## src/rtl/uart_tx_fifo.sv

```systemverilog
// Transmit FIFO between the system-side writer and the UART transmitter.
// Head word is presented registered on out_data; the transmitter pops it with tx_done.
module uart_tx_fifo #(
    parameter int unsigned            DATA_WIDTH = 8,
    parameter int unsigned            AW         = 4,
    parameter logic [DATA_WIDTH-1:0]  IDLE_WORD  = {DATA_WIDTH{1'b1}}
) (
    input  logic                  clock,
    input  logic                  reset,
    input  logic                  wr_en,
    input  logic [DATA_WIDTH-1:0] wr_data,
    input  logic                  tx_done,
    input  logic                  clr_err,
    output logic [DATA_WIDTH-1:0] out_data,
    output logic                  tx_start,
    output logic                  full,
    output logic                  empty,
    output logic [AW:0]           count,
    output logic                  overflow,
    output logic                  underflow
);

    localparam int unsigned DEPTH = 2 ** AW;
    localparam int unsigned CW    = AW + 1;

    logic [DATA_WIDTH-1:0] mem [DEPTH];
    logic [AW-1:0]         wp;
    logic [AW-1:0]         rp;
    logic [AW-1:0]         rp_next;
    logic [CW-1:0]         count_next;
    logic [DATA_WIDTH-1:0] out_next;
    logic                  push_acc;
    logic                  pop_acc;
    logic                  overflow_next;
    logic                  underflow_next;

    // Accept/drop decisions and the post-edge view of the queue.
    always_comb begin
        push_acc       = wr_en && (!full || tx_done);
        pop_acc        = tx_done && !empty;
        rp_next        = pop_acc ? rp + AW'(1) : rp;
        count_next     = count + CW'(push_acc) - CW'(pop_acc);
        overflow_next  = overflow;
        underflow_next = underflow;
        out_next       = IDLE_WORD;

        if (clr_err) begin
            overflow_next  = 1'b0;
            underflow_next = 1'b0;
        end
        // A new error in the same cycle as clr_err takes precedence.
        if (wr_en && full && !tx_done) begin
            overflow_next = 1'b1;
        end
        if (tx_done && empty) begin
            underflow_next = 1'b1;
        end

        if (count_next == '0) begin
            out_next = IDLE_WORD;
        end else if (count == '0 && push_acc) begin
            out_next = wr_data;
        end else if (push_acc && wp == rp_next) begin
            out_next = wr_data;
        end else begin
            out_next = mem[rp_next];
        end
    end

    // Storage array; contents are meaningless after reset so it carries none.
    always_ff @(posedge clock) begin
        if (push_acc) begin
            mem[wp] <= wr_data;
        end
    end

    // Pointers, occupancy and registered status.
    always_ff @(posedge clock or negedge reset) begin
        if (!reset) begin
            wp        <= '0;
            rp        <= '0;
            count     <= '0;
            out_data  <= IDLE_WORD;
            tx_start  <= 1'b0;
            full      <= 1'b0;
            empty     <= 1'b1;
            overflow  <= 1'b0;
            underflow <= 1'b0;
        end else begin
            if (push_acc) begin
                wp <= wp + AW'(1);
            end
            rp        <= rp_next;
            count     <= count_next;
            out_data  <= out_next;
            tx_start  <= (count_next != '0);
            full      <= (count_next == CW'(DEPTH));
            empty     <= (count_next == '0);
            overflow  <= overflow_next;
            underflow <= underflow_next;
        end
    end

endmodule

```

## config.mk

```make
export PLATFORM = sky130hd
export DESIGN_NAME = uart_tx_fifo
export DESIGN_NICKNAME = d
export VERILOG_FILES = /design/src/rtl/uart_tx_fifo.sv
export SDC_FILE = /design/constraint.sdc
export NUM_CORES = 1
export LEC_CHECK = 0
export BUFFER_PORTS_ARGS = -buffer_cell sky130_fd_sc_hd__buf_2
export CAP_MARGIN = 20
export CORE_AREA = 2 2 126 128
export DETAILED_ROUTE_END_ITERATION = 8
export DIE_AREA = 0 0 128 130
export GPL_TIMING_DRIVEN = 0
export PLACE_DENSITY = 0.68
export RECOVER_POWER = 25
export SLEW_MARGIN = 25
export SYNTH_ARGS = -nofsm -noshare
export SYNTH_HDL_FRONTEND = slang
export SYNTH_SLANG_ARGS = --single-unit
```

## constraint.sdc

```tcl
create_clock -name clock -period 3.8 [get_ports clock]
set_input_delay 0.19 -clock clock [delete_from_list [all_inputs] [get_ports clock]]
set_output_delay 0.19 -clock clock [all_outputs]
set_load 0.02 [all_outputs]
```

==> metrics.csv <==
stage,metric,value,unit
critical_path,CP arrival,3.97,ns
synth,most common cell in the netlist,edfxtp_1,
clock_tree,deepest clock path buffer count,2,
clock_tree,CTS Buf Count,17,
clock_tree,clk sink count,154,
detailed_routing,drt drc,0,
synth,Ys Warns,0,
synth,Post-synth EDFFs,128,
timing,worst rel slew slack,0.361,
floorplan,Die Ht,130,um
critical_path,Worst Setup Start Kind,register,
cells_and_area,diodes inserted,0,
synth,largest family of logic cells by synthesized area,multiplexers,
critical_path,worst path cell trace,nand2b_1 > buf_6 > inv_4 > buf_12 > buf_2 > ha_1 > inv_1 > ha_1 > fa_1 > a21oi_1 > o21bai_1 > xnor2_2 > nor3_2 > or4_1 > o32a_1,
global_route,via count of the first global-routing pass,3977,
critical_path,WP data required,4.14,ns
synth,Synth Area in Simple Gates,0.0577,
cells_and_area,layout overhead on the synthesized area,15.4,%
detailed_routing,final wirelength,15000,um
detailed_routing,average wire per standard cell,22.7,um
critical_path,Worst setup EP type,register,
timing,RSZ-0062 raised after global routing,no,
critical_path,Crit path largest cell delay,0.59,ns
synth,Post-Synth XOR/XNOR Area,0.0254,
detailed_routing,post-route ant nets,0,
floorplan,Die W,128,um
floorplan,die area,0.0166,sq mm
critical_path,Crit path buffers/inverters,5,
critical_path,"delay-heaviest family, CP",adder cells,
cells_and_area,Final Util,0.504,
floorplan,Core Footprint,0.0154,sq mm
timing,worst slew pin tran,0.955,ns
timing,"Hold Vio Cnt, Final",0,
placement,I/O Buffers,30,
timing,period utilisation layout,0.954,
clock_tree,CTS tree,yes,
global_route,largest net degree at the start of global routing,27,
critical_path,crit-path max FO,10,
critical_path,Crit-path slowest cell,dfstp_2,
cells_and_area,share of layout cells above drive strength 1,0.258,
timing,Final Max Tran Viols,0,
timing,fin crit period,3.63,ns
synth,Synth area leader,edfxtp_1,
detailed_routing,Pre-Repair DR Iteration Count,5,
synth,main flop type after synthesis,edfxtp_1,
synth,Cells after Synth,401,
synth,"top cells by area, synth","edfxtp_1 57%, mux4_2 7.7%, dfrtp_1 6.3%, dfstp_2 3.5%, ha_1 2.0%",
timing,final setup fails,0,
synth,top cell type's share of synthesized area,0.570,
synth,Synth Register Bits,154,
synth,Synth Area in Adders,0.0234,
placement,DP HPWL,10000,um
clock_tree,setup bufs post-CTS,0,
clock_tree,worst skew pair latency,0.42,ns
synth,mapped cell area,0.00674,sq mm
synth,post-synthesis mux area share,0.117,
global_route,first-pass GRT wire length,23400,um
detailed_routing,Starting DRT DRC Count,390,
global_route,initial antenna violation count,0,
floorplan,Site Rows,46,
global_route,grt ovf,0,
clock_tree,CTS Root Cell,clkbuf_16,
synth,sequential area share after synthesis,0.668,
synth,Mapped Nets,426,
timing,fmax,0.276,GHz
pwr,PD cells,891,mW/mm^2
detailed_routing,via/cell ratio,5.90,
global_route,GRT Resource Usage Total,0.197,
clock_tree,clock slew at reported path FFs,0.06,ns
critical_path,Setup CP Type,reg -> reg,
clock_tree,CTS H-tree lvls,4,
synth,Post-synth ARST share,0.169,
pwr,Max VDD drop,0.000429,V
run,Max Cap Viol,0,
floorplan,I/O pin count,31,
min_path,Hold Path Class,in -> reg,
cells_and_area,FILL cells,1255,
synth,Synth Area per Inst,16.8,sq um
critical_path,Crit path top cell by count,ha_1,
placement,global placer's final weighted congestion,0.881,
synth,Synth Area in Compound Gates,0.0722,
timing,post-route setup TNS,0,ns
pwr,Leak,0.00274,uW
timing,hold_ws,0.0173,ns
synth,library cells used by synthesis,63,
timing,Worst Clk Skew,0.00944,ns
synth,most frequent cells after synthesis,"128 x edfxtp_1, 23 x mux4_2, 21 x inv_1",
status,outcome,finished clean,
detailed_routing,via count,3900,
floorplan,Initial Utilization,0.437,
cells_and_area,# nets final,481,
-- cell families (layout without fill, tap and decap cells) --
logic type / Yosys count / after routing
flip-flops: 154 / 154
AO/OA/AOI/OAI: 69 / 69
AND/OR/NAND/NOR: 66 / 66
buffers and inverters: 43 / 111
multiplexers: 42 / 42
XOR/XNOR: 15 / 15
adder cells (fa/ha/maj): 12 / 12
-- what timing repair did --
| item | CTS | global route |
|---|---|---|
| setup endpoints to repair | 7 | 3 |
| pin swaps | 0 | 1 |
| hold buffers | 2 | 0 |
| resized for setup | 1 | 2 |
| hold endpoints to repair | 19 | 0 |
-- sequential cells by signal (all words and copies together) (netlist names) --
| name | flops |
|---|---|
| mem | 128 |
| full | 1 |
| overflow | 1 |
| count | 5 |
| empty | 1 |
| out_data | 8 |
| tx_start | 1 |
| underflow | 1 |
| wp | 4 |
| rp | 4 |
-- layout make-up --
class                      instances  area, sq um  share of cell area
multi-input combinational        204         2040               0.262
buffer                            19          146              0.0188
sequential                       154         4510               0.579
timing repair buffer              36          183              0.0235
clock buffer                      18          429              0.0552
clock inverter                    14          145              0.0187
tap                              192          240              0.0309
inverter                          24         95.1              0.0122
-- per-layer routing --
metal | GRT usage | routed length, um | up-vias
met2 | 0.323 | 7540 | 168
met3 | 0.0467 | 863 | 25
met1 | 0.252 | 6180 | 1994
li1 | - | - | 1713
met4 | 0.0866 | 433 | 0
met5 | 0 | 0 | -
-- metrics by stage --
step	power, uW	setup slack [ns]	cells	cell area [sq um]
floorplan	4440	0.465	401	6740
global placement	5190	-0.00672	623	7130
detailed placement	5280	-0.0907	627	7180
CTS	6950	0.106	661	7780
global route	7300	0.0107	661	7780
finish	6930	0.174	661	7780
-- tightest hold or removal path: cells and delay by family --
family | cells | cell delay, ns
AOI/OAI and AO/OA | 1 | 0.05
buffers and inverters | 2 | 0.15
-- power by group --
| part | switching [uW] | leakage [uW] | internal (uW) |
|---|---|---|---|
| Combinational | 1740 | 0.00101 | 1260 |
| Sequential | 115 | 0.00145 | 2170 |
| Clock | 681 | 0.000273 | 969 |
-- cell usage in the layout (no fill, tap or decap), types with 5 or more instances in the layout --
cell and instances:
ha_1 11, o32ai_1 5, mux2i_1 12, clkbuf_1 12, inv_1 20, mux4_1 5
o22ai_1 15, xnor2_1 7, and2_1 9, edfxtp_1 128, dfrtp_1 17, buf_2 35
nand2_1 10, nor2_1 9, mux4_2 23, dfstp_2 9, o21ai_0 13, o311ai_1 7
a21oi_1 7, clkbuf_16 17
-- final timing paths --
check | from | cells after the start | slack (ns) | endpoint
max | empty | 15 | 0.17 | out_data[3]
min | wr_en | 3 | 0.02 | overflow
max reg2reg | empty | 15 | 0.17 | out_data[3]
min reg2reg | underflow | 2 | 0.53 | underflow
max in group asynchronous | reset | 2 | 3.02 | rp[1]
min in group asynchronous | reset | 2 | 0.34 | full
No activity file was read; power rests on OpenSTA's default activity.
